--- src/rtl/msxbus_pkg.sv ---
// Shared definitions for the MSX slot bus engines: T-state encodings, default divider
// and the strobe decode used by the initiator.
package msxbus_pkg;

  localparam int unsigned MSXBUS_CLK_DIV = 24;
  localparam logic        STROBE_OFF     = 1'b1;

  localparam logic [2:0] ST_IDLE = 3'd0;
  localparam logic [2:0] ST_T1   = 3'd1;
  localparam logic [2:0] ST_T2   = 3'd2;
  localparam logic [2:0] ST_TW   = 3'd3;
  localparam logic [2:0] ST_T3   = 3'd4;

  typedef struct packed {
    logic n_sltsl;
    logic n_mereq;
    logic n_ioreq;
    logic n_rd;
    logic n_wr;
    logic is_output;
  } strobes_t;

  // Pin levels for a given T-state; first_half means tcnt < CLK_DIV/2.
  function automatic strobes_t decode_strobes(input logic [2:0] st, input logic first_half,
                                              input logic io, input logic wr);
    logic in_t1, in_t2, in_tw, in_t3;
    logic win_mem, win_io, win_mwr, rd_win, wr_win;
    strobes_t s;
    in_t1   = (st == ST_T1);
    in_t2   = (st == ST_T2);
    in_tw   = (st == ST_TW);
    in_t3   = (st == ST_T3);
    win_mem = (in_t1 && !first_half) || in_t2 || in_tw || (in_t3 && first_half);
    win_io  = in_t2 || in_tw || (in_t3 && first_half);
    win_mwr = (in_t2 && !first_half) || in_tw || (in_t3 && first_half);
    rd_win  = !wr && (io ? win_io : win_mem);
    wr_win  = wr && (io ? win_io : win_mwr);
    s.n_sltsl   = STROBE_OFF ^ (!io && win_mem);
    s.n_mereq   = STROBE_OFF ^ (!io && win_mem);
    s.n_ioreq   = STROBE_OFF ^ (io && win_io);
    s.n_rd      = STROBE_OFF ^ rd_win;
    s.n_wr      = STROBE_OFF ^ wr_win;
    s.is_output = wr && ((in_t1 && !first_half) || in_t2 || in_tw || in_t3);
    return s;
  endfunction

endpackage

--- src/rtl/ip_msxbus_master_tstate.sv ---
// T-state divider: counts 0..CLK_DIV-1 while a bus cycle runs, held at 0 otherwise.
module ip_msxbus_master_tstate
  import msxbus_pkg::*;
#(
  parameter int unsigned CLK_DIV = MSXBUS_CLK_DIV
) (
  input  logic                       clk,
  input  logic                       n_reset,
  input  logic                       run,
  input  logic                       restart,
  output logic [$clog2(CLK_DIV)-1:0] tcnt,
  output logic                       t_last,
  output logic                       t_half
);

  localparam int unsigned         TCNT_W = $clog2(CLK_DIV);
  localparam logic [TCNT_W-1:0]   LAST   = TCNT_W'(CLK_DIV - 1);
  localparam logic [TCNT_W-1:0]   HALF   = TCNT_W'(CLK_DIV / 2);

  logic [TCNT_W-1:0] tcnt_q, tcnt_d;

  always_comb begin
    tcnt_d = tcnt_q + 1'b1;
    if (restart || !run || (tcnt_q == LAST)) begin
      tcnt_d = '0;
    end
  end

  always_ff @(posedge clk or negedge n_reset) begin
    if (!n_reset) begin
      tcnt_q <= '0;
    end else begin
      tcnt_q <= tcnt_d;
    end
  end

  assign tcnt   = tcnt_q;
  assign t_last = (tcnt_q == LAST);
  assign t_half = (tcnt_q == HALF);

endmodule

--- src/rtl/ip_msxbus_master.sv ---
// ip_msxbus_master: turns single internal requests into Z80-timed MSX slot bus cycles.
// Define MSXBUS_MASTER_WAIT_EN to synchronise n_wait and insert wait states on demand.
module ip_msxbus_master
  import msxbus_pkg::*;
#(
  parameter int unsigned CLK_DIV = MSXBUS_CLK_DIV
) (
  input  logic        clk,
  input  logic        n_reset,
  input  logic [15:0] bus_address,
  input  logic [7:0]  bus_write_data,
  input  logic        bus_io_req,
  input  logic        bus_memory_req,
  input  logic        bus_write,
  output logic        bus_ack,
  output logic [7:0]  bus_read_data,
  output logic        bus_read_data_en,
  output logic [15:0] adr,
  output logic [7:0]  o_data,
  input  logic [7:0]  i_data,
  output logic        is_output,
  output logic        n_sltsl,
  output logic        n_mereq,
  output logic        n_ioreq,
  output logic        n_rd,
  output logic        n_wr,
  input  logic        n_wait
);

  localparam int unsigned       TCNT_W = $clog2(CLK_DIV);
  localparam logic [TCNT_W-1:0] HALF   = TCNT_W'(CLK_DIV / 2);

  logic [2:0]        state_q, state_d;
  logic              io_q, wr_q;
  logic [15:0]       adr_q;
  logic [7:0]        odata_q, rdata_q;
  logic              ack_q, rden_q;
  logic              accept, wait_act, cycle_done;
  logic [TCNT_W-1:0] tcnt;
  logic              t_last, t_half;
  strobes_t          strb;

  // The T3->IDLE edge never accepts, so every cycle is followed by one IDLE clock.
  assign accept     = (state_q == ST_IDLE) && (bus_io_req || bus_memory_req);
  assign cycle_done = (state_q == ST_T3) && t_last;

  ip_msxbus_master_tstate #(.CLK_DIV(CLK_DIV)) u_tstate (
    .clk     (clk),
    .n_reset (n_reset),
    .run     (state_q != ST_IDLE),
    .restart (accept),
    .tcnt    (tcnt),
    .t_last  (t_last),
    .t_half  (t_half)
  );

`ifdef MSXBUS_MASTER_WAIT_EN
  logic [1:0] wait_sync_q;
  logic       wait_pend_q;

  always_ff @(posedge clk or negedge n_reset) begin
    if (!n_reset) begin
      wait_sync_q <= 2'b11;
      wait_pend_q <= 1'b0;
    end else begin
      wait_sync_q <= {wait_sync_q[0], n_wait};
      if (t_half && ((state_q == ST_T2) || (state_q == ST_TW))) begin
        wait_pend_q <= ~wait_sync_q[1];
      end
    end
  end

  assign wait_act = wait_pend_q;
`else
  logic unused_n_wait;
  assign unused_n_wait = n_wait;
  assign wait_act      = 1'b0;
`endif

  always_comb begin
    state_d = state_q;
    case (state_q)
      ST_IDLE: if (accept) state_d = ST_T1;
      ST_T1:   if (t_last) state_d = ST_T2;
      ST_T2:   if (t_last) state_d = (io_q || wait_act) ? ST_TW : ST_T3;
      ST_TW:   if (t_last) state_d = wait_act ? ST_TW : ST_T3;
      ST_T3:   if (t_last) state_d = ST_IDLE;
      default: state_d = ST_IDLE;
    endcase
  end

  always_ff @(posedge clk or negedge n_reset) begin
    if (!n_reset) begin
      state_q <= ST_IDLE;
      io_q    <= 1'b0;
      wr_q    <= 1'b0;
      adr_q   <= '0;
      odata_q <= '0;
      rdata_q <= '0;
      ack_q   <= 1'b0;
      rden_q  <= 1'b0;
    end else begin
      state_q <= state_d;
      ack_q   <= cycle_done;
      rden_q  <= cycle_done && !wr_q;
      if (accept) begin
        io_q    <= bus_io_req;
        wr_q    <= bus_write;
        adr_q   <= bus_address;
        odata_q <= bus_write_data;
      end
      if ((state_q == ST_T3) && t_half && !wr_q) begin
        rdata_q <= i_data;
      end
    end
  end

  assign strb = decode_strobes(state_q, (tcnt < HALF), io_q, wr_q);

  assign n_sltsl          = strb.n_sltsl;
  assign n_mereq          = strb.n_mereq;
  assign n_ioreq          = strb.n_ioreq;
  assign n_rd             = strb.n_rd;
  assign n_wr             = strb.n_wr;
  assign is_output        = strb.is_output;
  assign adr              = adr_q;
  assign o_data           = odata_q;
  assign bus_ack          = ack_q;
  assign bus_read_data    = rdata_q;
  assign bus_read_data_en = rden_q;

endmodule

--- config.mk ---
export PLATFORM = sky130hd
export DESIGN_NAME = ip_msxbus_master
export DESIGN_NICKNAME = d
export VERILOG_FILES = /design/src/rtl/msxbus_pkg.sv /design/src/rtl/ip_msxbus_master_tstate.sv /design/src/rtl/ip_msxbus_master.sv
export SDC_FILE = /design/constraint.sdc
export NUM_CORES = 1
export LEC_CHECK = 0
export BUFFER_PORTS_ARGS = -buffer_cell sky130_fd_sc_hd__buf_2
export CAP_MARGIN = 20
export CORE_MARGIN = 10
export CORE_UTILIZATION = 40
export DETAILED_ROUTE_END_ITERATION = 16
export MAX_ROUTING_LAYER = met4
export PLACE_DENSITY_LB_ADDON = 0.25
export SYNTH_ARGS = -nofsm -noshare
export SYNTH_HDL_FRONTEND = slang
export SYNTH_SLANG_ARGS = --single-unit
--- constraint.sdc ---
create_clock -name clk -period 3.2 [get_ports clk]
set_input_delay 0.64 -clock clk [delete_from_list [all_inputs] [get_ports clk]]
set_output_delay 0.64 -clock clk [all_outputs]
set_load 0.01 [all_outputs]
Word-level counts from Yosys, hierarchy flattened. Cells that the tools add are included.

Eq/ne operators: 11. Bitwise logic cells: 4. Mux-type cells: 10. Add/sub/neg operators: 1. $lt $le $gt $ge: 1. Reductions and logical operators: 31.

Operator list (number): $mux W3 (6); $pmux W3 S5 (1); $logic_and A1 B1 Y1 (13); $logic_or A1 B1 Y1 (11); $ne A2 B2 Y1 const B (4); $eq A3 B2 Y1 const B (2); $add A5 B1 Y5 const B (1); $eq A5 B4 Y1 const B (1); $eq A5 B5 Y1 const B (1); $lt A5 B4 Y1 const B (1); $mux W5 (1); $reduce_and A5 Y1 (1); $logic_not A1 Y1 (4); $not A1 Y1 (4); $eq A3 B1 Y1 const B (1); $eq A3 B3 Y1 const B (1); $logic_not A3 Y1 (1); $reduce_bool A3 Y1 (1); $mux W1 (2); $ne A2 B1 Y1 const B (1).

Word-level logic and storage cells: 67. Bits in registers: 44. Output and inout bits: 40. Input port bits: 38.

Logic depth before layout (Yosys ltp). Gate-level depths: netlist (run 1).

Word-level depth: 9. Mapped depth: 6. Gate-level depth less buffers: 5.

Cells and area by module. Synthesis (run 1) repeated with hierarchy kept, for this count alone.

Cell total of the unflattened synthesis: 135. Area total of the unflattened synthesis: 1905.6 um2.

By module, submodules not included: ip_msxbus_master (times used 1, cells each 110, area an instance 1642.8 um2); ip_msxbus_master_tstate (times used 1, cells each 25, area an instance 262.8 um2).

Least setup slack after synthesis (run 1). OpenSTA, ideal clock, no wires.

Path type: register to output. Start point: register u_tstate.tcnt_q[2], in the netlist u_tstate.tcnt[2]. End point: output port n_sltsl. Setup slack: 1.091 ns. Stages on the path, launching flop included: 6. Arrival: 1.469 ns. Path buffers: 2. Cells stage by stage: dfrtp_1 > clkbuf_1 > a21oi_1 > and2_1 > o31ai_1 > buf_4.

Cells in the longest elaborated chain, start to end: 8. Elaborated cells between the ends (all ways): 9. Classes of those cells: order compare: 1; bitwise: 1; reduce/logical: 7.

RTL lines: start, declared (RTL line ip_msxbus_master_tstate.sv:20) `logic [TCNT_W-1:0] tcnt_q, tcnt_d;`; start signal, assigned (RTL line ip_msxbus_master_tstate.sv:33) `tcnt_q <= tcnt_d;`; $lt A5 B4 Y1 (*) (RTL line ip_msxbus_master.sv:118) `assign strb = decode_strobes(state_q, (tcnt < HALF), io_q, wr_q);`; $logic_not A1 Y1 (RTL line msxbus_pkg.sv:33) `win_mem = (in_t1 && !first_half) || in_t2 || in_tw || (in_t3 && first_half);`; $logic_and A1 B1 Y1 (RTL line msxbus_pkg.sv:33); $logic_or A1 B1 Y1 (2 in a row) (RTL line msxbus_pkg.sv:33); $logic_or A1 B1 Y1 (*) (RTL line msxbus_pkg.sv:33); $logic_and A1 B1 Y1 (*); $not A1 Y1 (no line) (*); end, declared (RTL line ip_msxbus_master.sv:22) `output logic n_sltsl,`.

Mark *: on every way between the ends. The rest lies on a longest branch, timed or not.

Final worst setup path (run 1).
Start point: register u_tstate.tcnt_q[2], in the netlist u_tstate.tcnt[2]. End point: output port n_sltsl.

Cells in the longest elaborated chain, start to end: 8. Elaborated cells between the ends (all ways): 9. Classes of those cells: order compare: 1; bitwise: 1; reduce/logical: 7.

RTL lines: $lt A5 B4 Y1 (*) (RTL line ip_msxbus_master.sv:118); $logic_not A1 Y1 (RTL line msxbus_pkg.sv:33); $logic_and A1 B1 Y1 (RTL line msxbus_pkg.sv:33); $logic_or A1 B1 Y1 (2 in a row) (RTL line msxbus_pkg.sv:33); $logic_or A1 B1 Y1 (*) (RTL line msxbus_pkg.sv:33); $logic_and A1 B1 Y1 (*) (RTL line msxbus_pkg.sv:38) `s.n_sltsl = STROBE_OFF ^ (!io && win_mem);`; $not A1 Y1 (no line) (*).

Marked as above.

==> impl_metrics.env, run 1 <==
export IMPL_drt_pass1_iter_count=4
export IMPL_cp_slowest_stage_delay_ps=470
export IMPL_synth_top_family_by_area="multiplexers"
export IMPL_status="finished clean"
export IMPL_ys_types=34
export IMPL_row_count=24
export IMPL_hpwl_um=3230
export IMPL_grt_ovfl_total=0
export IMPL_finalHoldViolCount=0
export IMPL_holdBufCountCts=0
export IMPL_antenna_cells=0
export IMPL_reg2reg_slack_ps=1140
export IMPL_ios=78
export IMPL_crit_required_ps=2560
export IMPL_htreeDepth=2
export IMPL_cts_tree="done"
export IMPL_reg2reg_to="adr[2]$_DFFE_PN0P_"
export IMPL_vias_per_cell=5.02
export IMPL_fin_crit_sh_pct=70.4
export IMPL_worstSetupPathType="reg2out"
export IMPL_power_density_nw_per_um2=398
export IMPL_grt_usage_pct=11.3
export IMPL_drc=0
export IMPL_syn2layout_area_growth_pct=26.6
export IMPL_grt_max_degree=45
export IMPL_synth_compound_area_share_pct=5.39
export IMPL_synth_mux_area_share_pct=19.8
export IMPL_leakagePower_uw=0.00129
export IMPL_skew_ps=6.09
export IMPL_synthTopCellsByArea="dfrtp_1, mux2_2, nand4b_1"
export IMPL_clock_latency_ps=290
export IMPL_drv_cap=0
export IMPL_grt_pass1_vias=1445
export IMPL_antenna_found_initial=0
export IMPL_post_route_util_pct=53.5
export IMPL_drive_gt1_share_pct=56.5
export IMPL_drt_wl_total_um=4150
export IMPL_arrival_ps=1610
export IMPL_syn_inst=137
export IMPL_setup_violations=0
export IMPL_clk_path_buf_depth=2
export IMPL_numCtsBuffers=5
export IMPL_critPathCapture="n_sltsl"
export IMPL_num_nets_final=253
export IMPL_syn_nets=177
export IMPL_clkTransAtPathRegs_ps=80
export IMPL_clock_sinks=44
export IMPL_ctsResizeCount=0
export IMPL_yosys_area_share_simple_pct=10.5
export IMPL_rr_worst_depth=4
export IMPL_ys_warnings_count=0
export IMPL_yosys_area_share_adder_pct=1.33
export IMPL_timing_rr_start="state_q[0]$_DFFE_PN0P_"
export IMPL_drt_iter0_markers=61
export IMPL_yosysTopAreaCellShare_pct=58.6
export IMPL_synth_largest_area_cell="dfrtp_1"
export IMPL_synth_xor_area_share_pct=0.932
export IMPL_min_period_ps=2250
export IMPL_tightest_slew_ps=938
export IMPL_antenna_left=0
export IMPL_maxSlewViolCount=0
export IMPL_critical_path_startpoint="u_tstate.tcnt[2]$_DFF_PN0_"
export IMPL_core_um2=4440
export IMPL_hold_path_class="in2async"
export IMPL_portBuffers=76
export IMPL_ctsRootBufferMaster="clkbuf_8"
export IMPL_start_util_pct=42.3
export IMPL_end_kind="primary output"
export IMPL_rsz0062_at_grt="no"
export IMPL_yosysSeqAreaShare_pct=58.6
export IMPL_die_w_um=88.5
export IMPL_final_cell_area_um2=2380
export IMPL_whs_ps=489
export IMPL_critPathLaunchType="flip-flop"
export IMPL_worstPathMaxFanout=8
export IMPL_fmax_ghz=0.444
export IMPL_tns_ps=0
export IMPL_path_cells="a21oi_1 > nor3b_1 > o31ai_1 > buf_2"
export IMPL_grt_pass1_wl_um=6730
export IMPL_avgSynthCellArea_um2=13.7
export IMPL_gp_congestion=0.765
export IMPL_num_vias=1334
export IMPL_dieArea_um2=7840
export IMPL_yosys_register_bits=44
export IMPL_post_cts_buffers=0
export IMPL_critical_path_slowest_cell="dfrtp_1"
export IMPL_syn_cell_area_um2=1880
export IMPL_dpl_instance_area_um2=2280
export IMPL_wire_per_inst_um=15.6
export IMPL_die_h_um=88.5
export IMPL_slew_headroom_pct=37.5
export IMPL_ir_worst_vdd_mv=0.320
-- cells in the mapped netlist --
cell type   n
ha_1        2
clkbuf_1    2
o21ai_0     5
nand2b_1    1
xnor2_1     1
buf_6       1
mux2_2     33
nor3b_1     3
xor2_1      1
a21oi_1     5
buf_2       2
nand4b_1    3
and2_1      1
a21o_1      1
inv_1       4
a31oi_1     1
dfrtp_1    44
nor3_2      1
o21a_1      1
nand3b_1    2
nor4b_4     1
o22ai_1     1
o31a_1      1
nand3_1     1
buf_4       3
nor2b_1     1
and2b_1     1
nor4b_1     1
nor2_1      3
and4b_1     1
nand2_1     3
nor3_1      3
or3b_4      1
o31ai_1     2
-- final cells by class --
type                    count  area (um^2)
multi-input cells          81          712
repair buffers             77          388
clock inverters             2         15.0
clock buffers               6         82.6
inverters                   4         15.0
fillers                   423         2070
flip-flops and latches     44         1100
well taps                  52         65.1
-- worst min path at each step --
stage                     slack [ps]  depth (start not counted)                  start                           end
after floorplan                  340                          0                n_reset            adr[0]$_DFFE_PN0P_
after global placement           490                          1     adr[2]$_DFFE_PN0P_            adr[2]$_DFFE_PN0P_
after detailed placement         490                          1  o_data[5]$_DFFE_PN0P_         o_data[5]$_DFFE_PN0P_
after CTS                        510                          1     adr[6]$_DFFE_PN0P_            adr[6]$_DFFE_PN0P_
after global routing             530                          1  o_data[5]$_DFFE_PN0P_         o_data[5]$_DFFE_PN0P_
final                            490                          1                n_reset  bus_read_data[1]$_DFFE_PN0P_
-- flip-flops by register name (all words and copies together) (netlist names) --
signal,count
bus_ack,1
io_q,1
o_data,8
bus_read_data,8
u_tstate.tcnt,5
wr_q,1
adr,16
state_q,3
bus_read_data_en,1
-- power by group --
part / total (uW) / switching, uW / leakage, uW / internal [uW]
clock network: 361 / 187 / 0.0000434 / 175
registers: 555 / 0 / 0.000595 / 555
logic: 30.9 / 15.5 / 0.000650 / 15.4
-- per-stage QoR --
stage	power [uW]	setup WS, ps	std cells
finish	948	946	266
global route	993	735	266
CTS	966	945	266
detailed placement	599	1150	258
global placement	598	1170	258
floorplan	567	1090	137
-- critical path: cells and delay by family, from the launching register on --
family | cells | cell delay, ps
AOI/OAI and AO/OA | 2 | 570
buffers and inverters | 1 | 180
DFF | 1 | 470
and+or+nand+nor | 1 | 110
-- metal layers --
layer	vias to the layer above	wire length [um]	track usage (%)
li1	635	-	-
met4	0	27	4.41
met5	-	0	-
met1	657	1620	11.8
met2	39	2170	18.8
met3	3	325	4.50
-- cell usage in the layout, fill, tap and decap left out --
cell and n:
a21o_1 1, a21oi_1 5, a31oi_1 1, and2_1 1
and2b_1 1, and4b_1 1, buf_2 76, buf_4 1
clkbuf_8 6, clkinvlp_4 2, dfrtp_1 44, ha_1 2
inv_1 4, mux2_2 33, nand2_1 3, nand2b_1 1
nand3_1 1, nand3b_1 2, nand4b_1 3, nor2_1 3
nor2b_1 1, nor3_1 3, nor3_2 1, nor3b_1 3
nor4b_1 1, nor4b_4 1, o21a_1 1, o21ai_0 5
o22ai_1 1, o31a_1 1, o31ai_1 2, or3b_4 1
xnor2_1 1, xor2_1 1
-- cell families after synthesis --
| kind of cell | count (synthesis) |
|---|---|
| and+or+nand+nor | 27 |
| AOI/OAI and AO/OA | 17 |
| adders and majority gates | 2 |
| buffers and inverters | 12 |
| DFF | 44 |
| muxes | 33 |
| xor gates and xnor gates | 2 |
Power figures use the tool's default switching activity.
==> run 2, diff against run 1 <==
- clock period: 3.2 -> 1.8 ns (I/O delays scaled with it)
==> run 2 against run 1 <==
The flow now finishes with violations (negative setup slack). Worst hold slack worse by 360 ps. Register-to-register slack lost 1100 ps. Largest cell class unchanged. Highest routed layer unchanged. Clock power increased by 71%.
==> impl_metrics.env, run 2 (synthesis gave the netlist of run 1 again) <==
export IMPL_syn2layout_area_growth_pct=39.5
export IMPL_core_um2=4440
export IMPL_drt_pass1_iter_count=4
export IMPL_rr_worst_depth=7
export IMPL_rsz0062_at_grt="yes"
export IMPL_arrival_ps=1500
export IMPL_ir_worst_vdd_mv=0.578
export IMPL_die_w_um=88.5
export IMPL_ctsRootBufferMaster="clkbuf_8"
export IMPL_tns_ps=-159
export IMPL_skew_ps=15.5
export IMPL_min_period_ps=1860
export IMPL_violations="negative setup slack"
export IMPL_end_kind="primary output"
export IMPL_num_nets_final=271
export IMPL_leakagePower_uw=0.00143
export IMPL_vias_per_cell=4.92
export IMPL_cts_tree="done"
export IMPL_drive_gt1_share_pct=63.8
export IMPL_holdBufCountCts=0
export IMPL_hold_path_class="in2async"
export IMPL_power_density_nw_per_um2=635
export IMPL_antenna_found_initial=0
export IMPL_grt_usage_pct=12.7
export IMPL_setup_ws_ps=-61.9
export IMPL_layout_common_cells="buf_2, dfrtp_1, mux2_2"
export IMPL_seq_area_um2=1100
export IMPL_maxSlewViolCount=0
export IMPL_row_count=24
export IMPL_setup_violations=4
export IMPL_drv_cap=0
export IMPL_fmax_ghz=0.537
export IMPL_n_fill_cell=369
export IMPL_drc=0
export IMPL_ios=78
export IMPL_reg2reg_to="adr[2]$_DFFE_PN0P_"
export IMPL_finalHoldViolCount=0
export IMPL_crit_required_ps=1440
export IMPL_drt_wl_total_um=4800
export IMPL_grt_ovfl_total=0
export IMPL_tightest_slew_ps=555
export IMPL_status="finished, violations left"
export IMPL_grt_pass1_vias=1559
export IMPL_antenna_cells=0
export IMPL_grt_max_degree=45
export IMPL_clock_sinks=44
export IMPL_portBuffers=76
export IMPL_dpl_instance_area_um2=2380
export IMPL_timing_rr_start="state_q[2]$_DFFE_PN0P_"
export IMPL_start_util_pct=42.3
export IMPL_largest_register_ff_count=16
export IMPL_dieArea_um2=7840
export IMPL_critPathLaunchType="flip-flop"
export IMPL_numCtsBuffers=5
export IMPL_clk_path_buf_depth=2
export IMPL_critical_path_startpoint="state_q[2]$_DFFE_PN0P_"
export IMPL_hpwl_um=3510
export IMPL_multi_input_area_um2=786
export IMPL_antenna_left=0
export IMPL_critPathCapture="n_rd"
export IMPL_htreeDepth=2
export IMPL_wire_per_inst_um=16.9
export IMPL_slew_headroom_pct=63.0
export IMPL_mostFrequentLayoutCell="buf_2"
export IMPL_reg2reg_slack_ps=50
export IMPL_fin_crit_sh_pct=103
export IMPL_num_vias=1397
export IMPL_gp_congestion=0.792
export IMPL_die_h_um=88.5
export IMPL_final_cell_area_um2=2620
export IMPL_grt_pass1_wl_um=7560
export IMPL_clock_latency_ps=300
export IMPL_drt_iter0_markers=81
export IMPL_worstSetupPathType="reg2out"
export IMPL_worstPathMaxFanout=5
export IMPL_clkTransAtPathRegs_ps=90
==> run 2: changes by cell type in the layout (fill, tap and decap cells not counted), sizes merged <==
cell,change
buf,+17
clkinv,+3
clkinvlp,-2
==> run 2: through the flow <==
| stage | hold slack [ps] | instances | setup WS (ps) | total power, uW | util, % |
|---|---|---|---|---|---|
| 6_report | 129 | 284 | -61.9 | 1660 | 59.0 |
| 5_1_grt | 165 | 284 | -134 | 1740 | 59.0 |
| 4_1_cts | 154 | 278 | -67.0 | 1680 | 56.9 |
| 3_5_place_dp | 479 | 268 | 84.4 | 1070 | 53.5 |
| 3_3_place_gp | 483 | 268 | 93.5 | 1070 | 53.5 |
| 2_1_floorplan | 64.4 | 137 | -16.3 | 1010 | - |
==> run 2: power breakdown <==
part	switching (uW)	internal, uW	total [uW]
clock	348	271	618
sequential	0	988	988
combinational	29.8	28.9	58.6
==> run 2: critical path: stages (launching register included) <==
cell and delay, ps:
dfrtp_1 400, buf_6 130, nor3b_4 140, and2_4 170
o31ai_2 190, buf_2 160
==> run 2: what timing repair did <==
action,CTS,global route
setup buffers,2,5
resized for setup,10,6
cloned,0,1
pin swaps,2,3
endpoints found under the setup margin,6,39
==> run 2: worst min path at each step <==
stage	startpoint	to	slack, ps	cells after the start
floorplan	n_reset	adr[0]$_DFFE_PN0P_	60	0
global placement	n_reset	bus_read_data[5]$_DFFE_PN0P_	480	2
detailed placement	n_reset	bus_ack$_DFF_PN0_	480	2
CTS	n_reset	bus_read_data[5]$_DFFE_PN0P_	150	2
global route	n_reset	state_q[2]$_DFFE_PN0P_	170	2
finish	n_reset	state_q[2]$_DFFE_PN0P_	130	2
==> run 2: area by class of cell <==
cell class                      count  share of cell area [%]
Multi-Input combinational cell     81                    30.0
Clock buffer                        5                    2.62
Tap cell                           52                    2.48
Sequential cell                    44                    42.0
Timing Repair Buffer               95                    21.7
Inverter                            4                   0.573
Clock inverter                      3                   0.716
==> run 2: layer usage <==
| layer | GRT usage (%) | wire [um] |
|---|---|---|
| met1 | 14.3 | 2000 |
| met2 | 21.0 | 2520 |
| met3 | 4.60 | 262 |
| met4 | 3.52 | 21 |
| met5 | - | 0 |
